**config.mk**
```make
export PLATFORM = sky130hd
export DESIGN_NAME = cache_ctrl_fsm
export DESIGN_NICKNAME = d
export VERILOG_FILES = /design/src/rtl/cache_ctrl_fsm.sv
export SDC_FILE = /design/constraint.sdc
export NUM_CORES = 1
export LEC_CHECK = 0
export CAP_MARGIN = 5
export CORE_UTILIZATION = 40
export CTS_BUF_LIST = sky130_fd_sc_hd__clkbuf_8
export DETAILED_ROUTE_END_ITERATION = 10
export GPL_TIMING_DRIVEN = 0
export PLACE_DENSITY = 0.68
export SYNTH_ARGS = -nofsm -noshare
export SYNTH_HDL_FRONTEND = slang
export SYNTH_SLANG_ARGS = --single-unit
```
**constraint.sdc**
```tcl
create_clock -name clk -period 2.3 [get_ports clk]
set_input_delay 0.345 -clock clk [delete_from_list [all_inputs] [get_ports clk]]
set_output_delay 0.345 -clock clk [all_outputs]
set_load 0.03 [all_outputs]
```
**src/rtl/cache_ctrl_fsm.sv**
```systemverilog
// Cache command controller: accepts GET/PUT/DEL requests, dispatches them to the
// matching sub-FSM, guards each operation with a timeout and returns one response.

package ctrl_types_pkg;
    typedef struct packed {
        logic done;
        logic error;
    } sub_cmd_t;
endpackage

module cache_ctrl_fsm #(
    parameter int unsigned TIMEOUT_CYCLES = 16
) (
    input  logic                      clk,
    input  logic                      rst_n,
    input  logic                      req_valid,
    output logic                      req_ready,
    input  logic [1:0]                req_op,
    output logic                      resp_valid,
    input  logic                      resp_ready,
    output logic [1:0]                resp_status,
    output logic [1:0]                resp_op,
    output logic                      busy,
    output logic                      get_en,
    output logic                      put_en,
    output logic                      del_en,
    output logic                      get_enter,
    output logic                      put_enter,
    output logic                      del_enter,
    input  ctrl_types_pkg::sub_cmd_t  get_cmd,
    input  ctrl_types_pkg::sub_cmd_t  put_cmd,
    input  ctrl_types_pkg::sub_cmd_t  del_cmd
);

    localparam logic [1:0] ST_OK      = 2'b00;
    localparam logic [1:0] ST_ERROR   = 2'b01;
    localparam logic [1:0] ST_TIMEOUT = 2'b10;
    localparam logic [1:0] ST_ILLEGAL = 2'b11;

    localparam logic [7:0] TIMER_LAST = 8'(TIMEOUT_CYCLES - 1);

    typedef enum logic [2:0] {
        IDLE   = 3'd0,
        OP_GET = 3'd1,
        OP_PUT = 3'd2,
        OP_DEL = 3'd3,
        RESP   = 3'd4
    } state_t;

    state_t                    state_q, state_d;
    logic [1:0]                op_q, op_d;
    logic [1:0]                status_q, status_d;
    logic [7:0]                timer_q, timer_d;
    logic                      first_q, first_d;
    logic                      in_op;
    ctrl_types_pkg::sub_cmd_t  sel_cmd;

    always_ff @(posedge clk or negedge rst_n) begin
        if (!rst_n) begin
            state_q  <= IDLE;
            op_q     <= '0;
            status_q <= '0;
            timer_q  <= '0;
            first_q  <= 1'b0;
        end else begin
            state_q  <= state_d;
            op_q     <= op_d;
            status_q <= status_d;
            timer_q  <= timer_d;
            first_q  <= first_d;
        end
    end

    always_comb begin
        state_d     = state_q;
        op_d        = op_q;
        status_d    = status_q;
        timer_d     = timer_q;
        first_d     = first_q;
        in_op       = 1'b0;
        sel_cmd     = '0;
        req_ready   = 1'b0;
        resp_valid  = 1'b0;
        resp_status = '0;
        resp_op     = '0;
        busy        = (state_q != IDLE);
        get_en      = 1'b0;
        put_en      = 1'b0;
        del_en      = 1'b0;
        get_enter   = 1'b0;
        put_enter   = 1'b0;
        del_enter   = 1'b0;

        case (state_q)
            IDLE: begin
                req_ready = 1'b1;
                if (req_valid) begin
                    op_d    = req_op;
                    timer_d = '0;
                    first_d = 1'b1;
                    case (req_op)
                        2'b01:   state_d = OP_GET;
                        2'b10:   state_d = OP_PUT;
                        2'b11:   state_d = OP_DEL;
                        default: begin
                            state_d  = RESP;
                            status_d = ST_ILLEGAL;
                            first_d  = 1'b0;
                        end
                    endcase
                end
            end
            OP_GET: begin
                in_op     = 1'b1;
                get_en    = 1'b1;
                get_enter = first_q;
                sel_cmd   = get_cmd;
            end
            OP_PUT: begin
                in_op     = 1'b1;
                put_en    = 1'b1;
                put_enter = first_q;
                sel_cmd   = put_cmd;
            end
            OP_DEL: begin
                in_op     = 1'b1;
                del_en    = 1'b1;
                del_enter = first_q;
                sel_cmd   = del_cmd;
            end
            RESP: begin
                resp_valid  = 1'b1;
                resp_status = status_q;
                resp_op     = op_q;
                if (resp_ready) begin
                    state_d = IDLE;
                end
            end
            default: state_d = IDLE;
        endcase

        // Sub-FSM status is stale during the enter cycle, so nothing is sampled then.
        if (in_op) begin
            timer_d = timer_q + 8'd1;
            first_d = 1'b0;
            if (!first_q) begin
                if (sel_cmd.error) begin
                    state_d  = RESP;
                    status_d = ST_ERROR;
                end else if (sel_cmd.done) begin
                    state_d  = RESP;
                    status_d = ST_OK;
                end else if (timer_q == TIMER_LAST) begin
                    state_d  = RESP;
                    status_d = ST_TIMEOUT;
                end
            end
        end
    end

endmodule

```
After elaboration in Yosys (flattened, before gate mapping). Cells that the tools add are included.

Bits in registers: 16. Bits in latches: 0. Bits in writable memories: 0. ROM bits: 0. Input bits: 12. Output and inout bits: 13. Word-level logic and storage cells: 58. Memories: 0.

$add $sub $neg: 1. Multiply operators: 0. Div/mod/pow operators: 0. $lt $le $gt $ge: 0. Eq/ne operators: 8. Shift operators: 0. Multiplexer cells: 36. Bitwise operators: 0. Reductions and logical operators: 8.

Operator list (count): $mux W8 (3); $mux W3 (7); $mux W2 (10); $pmux W3 S3 (2); $mux W1 (13); $add A8 B1 Y8 const B (1); $eq A8 B4 Y1 const B (1); $eq A3 B2 Y1 const B (2); $pmux W2 S3 (1); $reduce_or A3 Y1 (2); $eq A2 B2 Y1 const B (2); $reduce_and A2 Y1 (2); $reduce_bool A2 Y1 (2); $eq A3 B1 Y1 const B (1); $eq A3 B3 Y1 const B (1); $logic_not A3 Y1 (1); $reduce_bool A3 Y1 (1); $eq A2 B1 Y1 const B (1).

Logic depth before layout (Yosys ltp). Gate-level depths: netlist of run 1.

Depth after elaboration: 10. Mapped depth: 5. Gate-level depth less buffers: 5.

Worst setup path after synthesis of run 1. Ideal clock, no wire load.

Kind: flip-flop to output port. From: register state_q[0]. To: output get_enter. Arrival: 1.425 ns. Data required time: 1.955 ns. Slack: 0.530 ns. Cell stages (with the launch flop): 5. Path buffers: 1. Cells stage by stage: dfrtp_1 > buf_2 > nand2b_1 > nor2_1 > and2_1.

Word-level cells in the longest chain between the ends: 2.

RTL lines: start, declared (RTL line 50) `state_t state_q, state_d;`; start signal, assigned (RTL line 66) `state_q <= state_d;`; $eq A3 B1 Y1 (RTL line 94) `case (state_q)`; $mux W1 (RTL line 94); end, declared (RTL line 27) `output logic get_enter,`.

No other way between the ends.

Worst setup path in the final report of run 1.
From: register state_q[1]. To: output busy.

Word-level cells in the longest chain between the ends: 1.

RTL lines: $reduce_bool A3 Y1 (RTL line 86) `busy = (state_q != IDLE);`; end, declared (RTL line 23) `output logic busy,`.

No other way between the ends.

==> PnR_summary.wiki, run 1 <==
{| class="wikitable"
! Metric !! Value
|-
| Kind of start point of the critical path || flop
|-
| Number of nets produced by synthesis || 120
|-
| Fin worst setup slack || around 120 ps
|-
| IO Count || 25
|-
| Die outline width || roughly 50 um
|-
| Transition at the pin with the smallest max-transition slack || between 900 and 1000 ps
|-
| Detailed-route DRC error count || 0
|-
| Clk sink count || 16
|-
| Setup WS pre-CTS || roughly 100 ps
|-
| Die outline area || approximately 0.0025 sq mm
|-
| DRT Wirelength || 2090 um
|-
| Number of levels in the clock H-tree || 1
|-
| Vias in the first global route || between 700 and 800
|-
| First drt pass iteration count || 4
|-
| Leading cell type by number of instances after synthesis || sky130_fd_sc_hd__nor2_1
|-
| Filler cells || 213
|-
| Number of DRC markers in iteration 0 || 9
|-
| Maximum VDD drop || 695 uV
|-
| Register clock-pin slew on the reported worst setup and hold paths || around 60 ps
|-
| Outcome || completed
|-
| Final non-filler cell total || 162
|-
| Clock insertion delay at the later pin of the skew report || between 200 and 300 ps
|-
| Most frequent cells after synthesis || 17 x sky130_fd_sc_hd__nor2_1, 16 x sky130_fd_sc_hd__dfrtp_1, 10 x sky130_fd_sc_hd__o21ai_0
|-
| Total GRT Usage || 19.0%
|-
| Maximum clock insertion buffer count || 2
|-
| Total via count after detailed routing || a little under 900
|-
| Antenna violations before repair || 0
|-
| Wire length of the first global-routing pass || 3570 um
|-
| Worst hold path depth || 1
|-
| Fin. Hold Viols || 0
|-
| CTS tree || built
|-
| Sequential element share of the synthesized area || a little over two fifths
|-
| # diodes || 0
|-
| Synth Warn # || 0
|-
| Fraction of layout cells with a size suffix above 1 || roughly 9.7%
|-
| Cell taking the most area after synthesis || sky130_fd_sc_hd__dfrtp_1
|-
| Final Instance Area || 0.00124 sq mm
|-
| Count of flip-flops with a built-in enable after synthesis || 0
|-
| Buffer type at the clock tree root || sky130_fd_sc_hd__clkbuf_8
|-
| Worst min-delay path category || reg2reg
|-
| Maximum number of pins on one net before global-route repair || 17
|-
| Data arrival, critical path || roughly 1800 ps
|-
| Post-route worst hold slack || 503 ps
|-
| Count of buffers from port buffering || 24
|-
| P_leak || between 0.6 and 0.7 nW
|-
| Slew Limit Fails || 0
|-
| Area added between synthesis and finish || 34.6%
|-
| Post-Synthesis Cell Area || around 920 sq um
|-
| Setup total negative slack || 0 ps
|-
| Placer Congestion || a little under 0.9
|-
| Startpoint-to-endpoint class of the critical path || reg2out
|-
| Register bit count reported by yosys || 16
|-
| Setup crit end kind || primary output
|-
| Net total in the final layout || 149
|-
| Highest attainable clock frequency || 0.460 GHz
|-
| Power density normalized to cell area || 1140 mW/mm^2
|-
| Worst EP required || 1960 ps
|-
| Fraction of synthesized cell area taken by the top area cell type || between 40% and 50%
|-
| Total power after layout || between 1 and 1.5 mW
|-
| Shortest period the worst path allows || 2180 ps
|-
| RSZ-0062 raised after global routing || false
|-
| TritonCTS Buffers || 3
|-
| Effective utilization at floorplan || 42.2%
|-
| Post-synthesis cell count || about 110
|-
| Final setup fails || 0
|-
| WL per Instance || between 10 and 15 um
|-
| Final core utilization || 56.8%
|-
| Die outline height || between 50 and 60 um
|-
| Top FF cell, synth || sky130_fd_sc_hd__dfrtp_1
|-
| Post-detailed-route via-to-cell ratio || approximately 5.5
|-
| Logic depth of the worst register-to-register path || 3
|-
| Max Cap Violations || 0
|-
| Placed cells || ~160
|-
| Final setup skew || 1.50 ps
|-
| DP HPWL || 1550 um
|-
| Worst rel slew slack || 39.7%
|-
| Portion of the clock cycle consumed by the worst path in the final layout || 94.6%
|-
| Critical path fanouts, max || 10
|-
| Fraction of registers with async set/reset || between 90% and 100%
|-
| Number of routed nets with antenna violations || 0
|-
| Total placed instance area || around 0.0012 sq mm
|-
| Std-Cell Core Area || about 0.0022 sq mm
|-
| Library cells used by synthesis || 31
|-
| Average footprint of a synthesized cell || between 8 and 9 sq um
|-
| Grt total ovfl || 0
|-
| Largest cells by area after synthesis || sky130_fd_sc_hd__dfrtp_1 43%, sky130_fd_sc_hd__nor2_1 6.9%, sky130_fd_sc_hd__o21ai_0 5.4%
|-
| Floorplan row count || 17
|}
-- cell usage in the layout, fill, tap and decap left out, types with 2 or more instances in the layout --
cell / n
sky130_fd_sc_hd__buf_2: 3
sky130_fd_sc_hd__nor2_1: 16
sky130_fd_sc_hd__nand2b_1: 2
sky130_fd_sc_hd__a31oi_1: 2
sky130_fd_sc_hd__and3_1: 4
sky130_fd_sc_hd__inv_1: 6
sky130_fd_sc_hd__or4_1: 2
sky130_fd_sc_hd__or3_1: 2
sky130_fd_sc_hd__clkdlybuf4s50_1: 15
sky130_fd_sc_hd__xnor2_1: 4
sky130_fd_sc_hd__and2_1: 2
sky130_fd_sc_hd__dfrtp_1: 16
sky130_fd_sc_hd__nand3_1: 2
sky130_fd_sc_hd__o21ai_0: 10
sky130_fd_sc_hd__a21oi_1: 4
sky130_fd_sc_hd__dlygate4sd2_1: 6
sky130_fd_sc_hd__nor3_1: 4
sky130_fd_sc_hd__mux2_2: 2
sky130_fd_sc_hd__mux2i_1: 3
sky130_fd_sc_hd__dlymetal6s2s_1: 3
sky130_fd_sc_hd__nand2_1: 8
sky130_fd_sc_hd__clkbuf_8: 3
sky130_fd_sc_hd__nor4_1: 2
-- area by class of cell --
type / count / area [sq um] / area share, %
well taps: 28 / 35.0 / 2.81
repair buffers: 24 / 240 / 19.3
flip-flops and latches: 16 / 400 / 32.2
inverters: 6 / 22.5 / 1.81
plain buffers: 4 / 20.0 / 1.61
clock buffers: 3 / 41.3 / 3.32
multi-input cells: 81 / 485 / 39.0
-- where the power goes --
part / total, mW / internal [mW] / switching [mW]
clock: 0.203 / 0.116 / 0.0873
combinational: 0.776 / 0.300 / 0.475
sequential: 0.446 / 0.377 / 0.0692
total: 1.43 / 0.793 / 0.632
-- metal layers --
metal,vias up,wire length (um),track usage (%)
met1,426,947,23.7
met5,-,0,0
met4,0,29,5.71
met3,4,116,5.56
li1,432,-,-
met2,27,998,31.3
-- what timing repair did --
action                                  CTS  global route
buffers inserted                          0             0
endpoints found under the setup margin    6             3
gates resized for setup                   8             3
hold buffers                              0             0
-- cells by family (layout without fill, tap and decap cells) --
| logic type | Yosys count | count (layout) | share of synthesized area [%] |
|---|---|---|---|
| muxes | 5 | 5 | 5.68 |
| AOI/OAI and AO/OA | 23 | 23 | 14.6 |
| xor gates and xnor gates | 4 | 4 | 3.79 |
| adders and majority gates | 1 | 1 | 1.35 |
| buffers and inverters | 10 | 37 | 4.46 |
| DFF | 16 | 16 | 43.3 |
| and+or+nand+nor | 48 | 48 | 26.8 |
-- sequential cells by signal (all words and copies together) (netlist names) --
| register | cells |
|---|---|
| timer_q | 8 |
| status_q | 2 |
| first_q | 1 |
| op_q | 2 |
| state_q | 3 |
-- worst paths after layout --
| path | slack, ps | from | endpoint |
|---|---|---|---|
| worst max-delay path | 120 | state_q[1] | busy |
| worst max register to register | 370 | state_q[2] | op_q[0] |
| min in group asynchronous | 520 | rst_n | timer_q[2] |
| worst min register to register | 500 | op_q[1] | op_q[1] |
| worst min-delay path | 500 | op_q[1] | op_q[1] |
| max in group asynchronous | 1330 | rst_n | op_q[1] |
-- worst max-delay path: stages (launching register included) --
cell                              delay [ps]
sky130_fd_sc_hd__dfrtp_1                 430
sky130_fd_sc_hd__buf_2                   210
sky130_fd_sc_hd__or3_1                   330
sky130_fd_sc_hd__clkdlybuf4s50_1         610
Note: power is estimated with default switching activity, not from simulation.
==> run 2, diff against run 1 <==
--- a/config.mk
+++ b/config.mk
@@ -6,11 +6,13 @@
 export NUM_CORES = 1
 export LEC_CHECK = 0
 export CAP_MARGIN = 5
+export CORE_MARGIN = 2
 export CORE_UTILIZATION = 40
 export CTS_BUF_LIST = sky130_fd_sc_hd__clkbuf_8
 export DETAILED_ROUTE_END_ITERATION = 10
 export GPL_TIMING_DRIVEN = 0
 export PLACE_DENSITY = 0.68
+export SETUP_SLACK_MARGIN = 0.4
 export SYNTH_ARGS = -nofsm -noshare
 export SYNTH_HDL_FRONTEND = slang
 export SYNTH_SLANG_ARGS = --single-unit
==> constraint.sdc (replaced) <==
create_clock -name clk -period 2.6 [get_ports clk]
set_input_delay 0.39 -clock clk [delete_from_list [all_inputs] [get_ports clk]]
set_output_delay 0.39 -clock clk [all_outputs]
set_load 0.03 [all_outputs]
==> run 2 against run 1 <==
  * Core utilization grew 0.46 points
  * Largest cell class unchanged
  * Sequential power shrank 11%
  * Global-route usage shrank 0.39 points
  * Total power shrank 10%
  * Largest power group unchanged
  * Register-to-register slack gained 280 ps
  * Non-clock buffer count is the same
  * Routed wire length shrank 0.62%
  * Worst setup slack gained 360 ps
  * Final area grew 0.80%
==> PnR_summary.wiki, run 2 (same netlist as run 1, synthesis figures left out) <==
{| class="wikitable"
! Metric !! Value
|-
| Outcome || completed
|-
| Filler cells || between 200 and 250
|-
| Std-Cell Core Area || ~0.0022 sq mm
|-
| Max Cap Violations || 0
|-
| Combinational Power Share || 51.7%
|-
| Maximum number of pins on one net before global-route repair || 17
|-
| Number of flip-flops in the largest register || 8
|-
| Final setup fails || 0
|-
| Met2 usage || 31.4%
|-
| Shortest period the worst path allows || 2110 ps
|-
| Net total in the final layout || about 150
|-
| Critical path fanouts, max || 10
|-
| Total via count after detailed routing || 874
|-
| DP HPWL || 1590 um
|-
| Clk sink count || 16
|-
| Startpoint-to-endpoint class of the critical path || reg2out
|-
| TritonCTS Buffers || 3
|-
| Buffers inserted by post-CTS timing repair || 0
|-
| Maximum VDD drop || ~660 uV
|-
| Clock insertion delay at the later pin of the skew report || 250 ps
|-
| Setup total negative slack || 0 ps
|-
| Final setup skew || 1.59 ps
|-
| Number of DRC markers in iteration 0 || 18
|-
| Power share of the clock group || about 17%
|-
| Detailed-route DRC error count || 0
|-
| IO Count || 25
|-
| Die outline area || roughly 0.0027 sq mm
|-
| Switching portion of total power || between 40% and 50%
|-
| Fraction of layout cells with a size suffix above 1 || 10.4%
|-
| Floorplan row count || 17
|-
| Vias in the first global route || approximately 840
|-
| CTS tree || built
|-
| Number of levels in the clock H-tree || 1
|-
| Kind of start point of the critical path || flop
|-
| Power density normalized to cell area || ~1000 mW/mm^2
|-
| Power share of the sequential group || 31.1%
|-
| Portion of the clock cycle consumed by the worst path in the final layout || approximately four fifths
|-
| Commonest cells after routing, fill and taps aside || 16 x sky130_fd_sc_hd__nor2_1, 16 x sky130_fd_sc_hd__dfrtp_1, 11 x sky130_fd_sc_hd__clkdlybuf4s50_1, 10 x sky130_fd_sc_hd__o21ai_0, 9 x sky130_fd_sc_hd__dlygate4sd2_1
|-
| Post-detailed-route via-to-cell ratio || approximately 5.4
|-
| Fin worst setup slack || approximately 500 ps
|-
| Transition at the pin with the smallest max-transition slack || slightly above 900 ps
|-
| Register clock-pin slew on the reported worst setup and hold paths || roughly 60 ps
|-
| Maximum clock insertion buffer count || 2
|-
| Placer Congestion || approximately 0.87
|-
| Registers with the most flip-flops || timer_q x8, state_q x3
|-
| Data arrival, critical path || between 1500 and 2000 ps
|-
| Routing usage on met3 || between 5 and 6%
|-
| Die outline width || about 52 um
|-
| Fin. Hold Viols || 0
|-
| DRT Wirelength || 2080 um
|-
| Post-route worst hold slack || ~500 ps
|-
| Setup WS pre-CTS || approximately 360 ps
|-
| Highest attainable clock frequency || roughly 0.47 GHz
|-
| Worst rel slew slack || between 30% and 40%
|-
| Worst EP required || approximately 2200 ps
|-
| Total internal power || between 0.7 and 0.8 mW
|-
| Effective utilization at floorplan || a little over two fifths
|-
| Number of routed nets with antenna violations || 0
|-
| Buffer type at the clock tree root || sky130_fd_sc_hd__clkbuf_8
|-
| Net switching component of the power || 0.564 mW
|-
| Die outline height || approximately 52 um
|-
| Grt total ovfl || 0
|-
| M1 GR Usage || 22.4%
|-
| # diodes || 0
|-
| Setup crit end kind || primary output
|-
| Wire length of the first global-routing pass || 3670 um
|-
| WL per Instance || roughly 13 um
|-
| Area added between synthesis and finish || 35.7%
|-
| Worst min-delay path category || reg2reg
|-
| Largest reg by FF count || timer_q
|-
| Total GRT Usage || 18.6%
|-
| P_leak || 0.638 nW
|-
| Slew Limit Fails || 0
|-
| Most used routing layer || met2
|-
| First drt pass iteration count || 4
|-
| Antenna violations before repair || 0
|-
| Count of buffers from port buffering || 24
|-
| RSZ-0062 raised after global routing || false
|}
[run 2: what timing repair did]
item                       CTS  global route
setup endpoints to repair   10             4
resized for setup           12             4
hold buffers                 0             0
[run 2: power groups by stage]
stage | sequential (mW) | clock, mW | combinational, mW
floorplan | 0.381 | 0 | 0.481
global placement | 0.395 | 0 | 0.692
detailed placement | 0.401 | 0 | 0.696
CTS | 0.397 | 0.227 | 0.666
global route | 0.413 | 0.236 | 0.741
finish | 0.398 | 0.221 | 0.663
[run 2: metal layers]
metal / vias up / share of wire [%] / wire length [um]
li1: 433 / - / -
met1: 412 / 42 / 883
met2: 25 / 50 / 1040
met3: 4 / 6.0 / 124
met4: 0 / 1.6 / 33
met5: - / 0 / 0
[run 2: layout make-up]
| type | count | area, sq um | area share (%) |
|---|---|---|---|
| tap | 28 | 35.0 | 2.79 |
| multi-input combinational | 81 | 485 | 38.7 |
| sequential | 16 | 400 | 31.9 |
| timing repair buffer | 24 | 236 | 18.8 |
| clock buffer | 4 | 55.1 | 4.39 |
| buffer | 4 | 20.0 | 1.60 |
| inverter | 6 | 22.5 | 1.79 |
[run 2: through the flow]
step / area, sq um / power (mW) / utilization (%) / instances
6_report: 1250 / 1.28 / 57.3 / 163
5_1_grt: 1250 / 1.39 / 57.3 / 163
2_1_floorplan: 925 / 0.863 / - / 107
3_5_place_dp: 1200 / 1.10 / 54.8 / 159
3_3_place_gp: 1200 / 1.09 / 54.8 / 159
4_1_cts: 1250 / 1.29 / 56.9 / 163
[run 2: critical path, stage by stage (launching register included)]
cell and delay [ps]:
sky130_fd_sc_hd__dfrtp_1 440, sky130_fd_sc_hd__buf_2 210, sky130_fd_sc_hd__nor2_2 220, sky130_fd_sc_hd__nand2_1 130
sky130_fd_sc_hd__nor2_1 100, sky130_fd_sc_hd__clkdlybuf4s15_1 370
[run 2: worst paths after layout]
kind / depth (start not counted) / slack [ps] / from / end
max: 5 / 490 / state_q[1] / resp_status[1]
min: 1 / 500 / op_q[1] / op_q[1]
max reg2reg: 3 / 650 / state_q[2] / op_q[0]
min reg2reg: 1 / 500 / op_q[1] / op_q[1]
max in group asynchronous: 1 / 1590 / rst_n / status_q[0]
min in group asynchronous: 1 / 560 / rst_n / timer_q[4]
==> RTL edit: new RTL, flow settings as in run 1 <==
Encoding of `state_t`: now Gray code (3 bits for 5 states).
--- a/src/rtl/cache_ctrl_fsm.sv
+++ b/src/rtl/cache_ctrl_fsm.sv
@@ -42,7 +42,7 @@
     typedef enum logic [2:0] {
-        IDLE   = 3'd0,
-        OP_GET = 3'd1,
-        OP_PUT = 3'd2,
-        OP_DEL = 3'd3,
-        RESP   = 3'd4
+        IDLE   = 3'b000,
+        OP_GET = 3'b001,
+        OP_PUT = 3'b011,
+        OP_DEL = 3'b010,
+        RESP   = 3'b110
     } state_t;
Function: same outputs for any inputs over 10 cycles, from zero or initial values and one cycle with rst_n low; not proved beyond that.
==> RTL edit against run 1 <==
- synthesized area increased by 9.5%
- routed wire length increased by 7.0%
- setup slack improved by 0.030 ns
- count of clock-buffer cells in the layout unchanged
- cell area increased by 6.4%
- largest power group unchanged
- power increased by 4.4%
- combinational power increased by 3.7%
- sequential cell count unchanged
==> RTL edit: results (changes against run 1) <==
{
  "status": "complete, no violations",
  "synth_flop_cell": "sky130_fd_sc_hd__dfrtp_1",
  "ir_worst_vdd": {"value": 0.726, "unit": "mV", "change": "+4.3%"},
  "worstHoldPathCells": {"value": 1, "change": "unchanged"},
  "critical_path.slowest_cell": "sky130_fd_sc_hd__dfrtp_1",
  "largest_registers": "timer_q x8, state_q x3",
  "fin_crit": {"value": 2.15, "unit": "ns", "change": "-0.0303 ns"},
  "hpwlAfterDp": {"value": 1740, "unit": "um", "change": "+12%"},
  "cts_root_buf": "sky130_fd_sc_hd__clkbuf_8",
  "route.detailed.vias_per_inst": {"value": 5.51, "change": "+0.34%"},
  "grt_first_pass_wirelength": {"value": 4020, "unit": "um", "change": "+12%"},
  "nNetsFinal": {"value": 153, "change": "+2.7%"},
  "yosys_warnings": {"value": 0, "change": "unchanged"},
  "r2r-end": "state_q[1]$_DFF_PN0_",
  "insertion_delay_ns": 0.24,
  "worst_path_largest_cell_delay": {"value": 0.36, "unit": "ns", "change": "-0.25 ns"},
  "gpl.final_weighted_congestion": {"value": 0.824, "change": "-6.1%"},
  "syn_nets": {"value": 124, "change": "+3.3%"},
  "routed_wire_length_per_instance": {"value": 13.6, "unit": "um", "change": "+5.7%"},
  "clock-skew-final": {"value": 0.00485, "unit": "ns", "change": "+0.00334 ns"},
  "first_global_vias": {"value": 911, "change": "+16%"},
  "power.static_leakage": {"value": 0.648, "unit": "nW", "change": "+4.4%"},
  "synth.yosys.seq_area_share": {"value": 0.396, "change": "-0.0375"},
  "antenna_found_initial": {"value": 0, "change": "unchanged"},
  "grtUsageTotal": {"value": 0.200, "change": "+0.00931"},
  "antennaDiodeCount": {"value": 0, "change": "unchanged"},
  "cts_inserted_buffers": {"value": 3, "change": "unchanged"},
  "ys_top_cells_by_area": "sky130_fd_sc_hd__dfrtp_1 (40%), sky130_fd_sc_hd__nor2_1 (4.4%), sky130_fd_sc_hd__o21ai_0 (4.0%)",
  "hp-start": "op_q[1]$_DFFE_PN0P_",
  "placement.setup.worst_slack": {"value": -0.0304, "unit": "ns", "change": "-0.132 ns"},
  "cts.htree.levels": {"value": 1, "change": "unchanged"},
  "hold-path-endpoint": "op_q[1]$_DFFE_PN0P_",
  "drive_above_1_share": {"value": 0.132, "change": "+0.0353"},
  "drt_iter0_drc": {"value": 11, "change": "+2"},
  "r2r_slack": {"value": 0.61, "unit": "ns", "change": "+0.24 ns"},
  "critical_path.reg2reg.startpoint": "state_q[1]$_DFF_PN0_",
  "timing.critical_path.arrival": {"value": 1.80, "unit": "ns", "change": "-0.03 ns"},
  "synth_commonest_cells": "sky130_fd_sc_hd__dfrtp_1 (16), sky130_fd_sc_hd__nor2_1 (12), sky130_fd_sc_hd__o21ai_0 (8), sky130_fd_sc_hd__inv_1 (6), sky130_fd_sc_hd__nor3_1 (6)",
  "rr_worst_depth": {"value": 5, "change": "+2"},
  "max_slew.worst_pin.slew": {"value": 0.732, "unit": "ns", "change": "-0.171 ns"},
  "min-delay-path-class": "reg -> reg",
  "synthDistinctLibCells": {"value": 38, "change": "+23%"}
}
==> RTL edit: cell count changes after synthesis, sizes merged, moves of 3 or more <==
| cell | delta |
|---|---|
| nor2 | -5 |
| and3 | -3 |
| nor4 | -3 |
| nand2 | -4 |
| nor3b | +3 |
| nor3 | +4 |
| and2 | +3 |
==> RTL edit: area by class of cell <==
class                           instances  area (sq um)
Inverter                                6          22.5
Clock buffer                            3          41.3
Fill cell                             225           972
Sequential cell                        16           400
Multi-Input combinational cell         81           557
Buffer                                  6          37.5
Tap cell                               28          35.0
Timing Repair Buffer                   24           231
==> RTL edit: stage by stage <==
stage | instances | power (W) | hold slack (ns) | instance area [sq um] | util
2_1_floorplan | 109 | 0.00106 | 0.0494 | 1010 | -
3_3_place_gp | 161 | 0.00130 | 0.483 | 1290 | 0.560
3_5_place_dp | 161 | 0.00133 | 0.512 | 1290 | 0.560
4_1_cts | 164 | 0.00150 | 0.525 | 1320 | 0.575
5_1_grt | 164 | 0.00162 | 0.541 | 1330 | 0.577
6_report | 164 | 0.00149 | 0.516 | 1330 | 0.577
==> RTL edit: kinds of logic after synthesis <==
kind of cell	Yosys count	synth area share
AND/OR/NAND/NOR	45	0.263
AO/OA/AOI/OAI	23	0.147
flip-flops	16	0.396
buffers and inverters	12	0.0593
multiplexers	6	0.0630
XOR/XNOR	4	0.0346
adder cells (fa/ha/maj)	3	0.0371
==> RTL edit: routing by layer <==
metal / share of wire / up-vias / routed length, um / global-route usage
li1: - / 443 / - / -
met1: 0.46 / 424 / 1020 / 0.250
met2: 0.48 / 32 / 1080 / 0.344
met3: 0.052 / 4 / 116 / 0.0551
met4: 0.010 / 0 / 23 / 0.0351
met5: 0 / - / 0 / 0
==> RTL edit: worst max path at each step <==
stage                              start             end  cells past startpoint
floorplan           state_q[0]$_DFF_PN0_      resp_op[0]                      4
global placement    state_q[2]$_DFF_PN0_  resp_status[1]                      5
detailed placement  state_q[2]$_DFF_PN0_      resp_op[1]                      5
CTS                 state_q[0]$_DFF_PN0_          put_en                      5
global route        state_q[2]$_DFF_PN0_  resp_status[0]                      5
finish              state_q[2]$_DFF_PN0_  resp_status[0]                      5
==> RTL edit: worst max-delay path, delay by kind of cell, from the launching register on <==
kind	cells	cell delay, ns
buf+inv	3	0.73
simple gates	2	0.46
flops	1	0.36
==> RTL edit: what timing repair did <==
item,4_1_cts,5_1_grt
gates resized for setup,12,7
hold endpoints to repair,0,0
endpoints found under the setup margin,10,6
==> RTL edit: where the power goes <==
group | switching (W) | total (W) | internal [W]
Clock | 0.0000841 | 0.000200 | 0.000116
Combinational | 0.000482 | 0.000805 | 0.000323
Sequential | 0.0000950 | 0.000484 | 0.000389
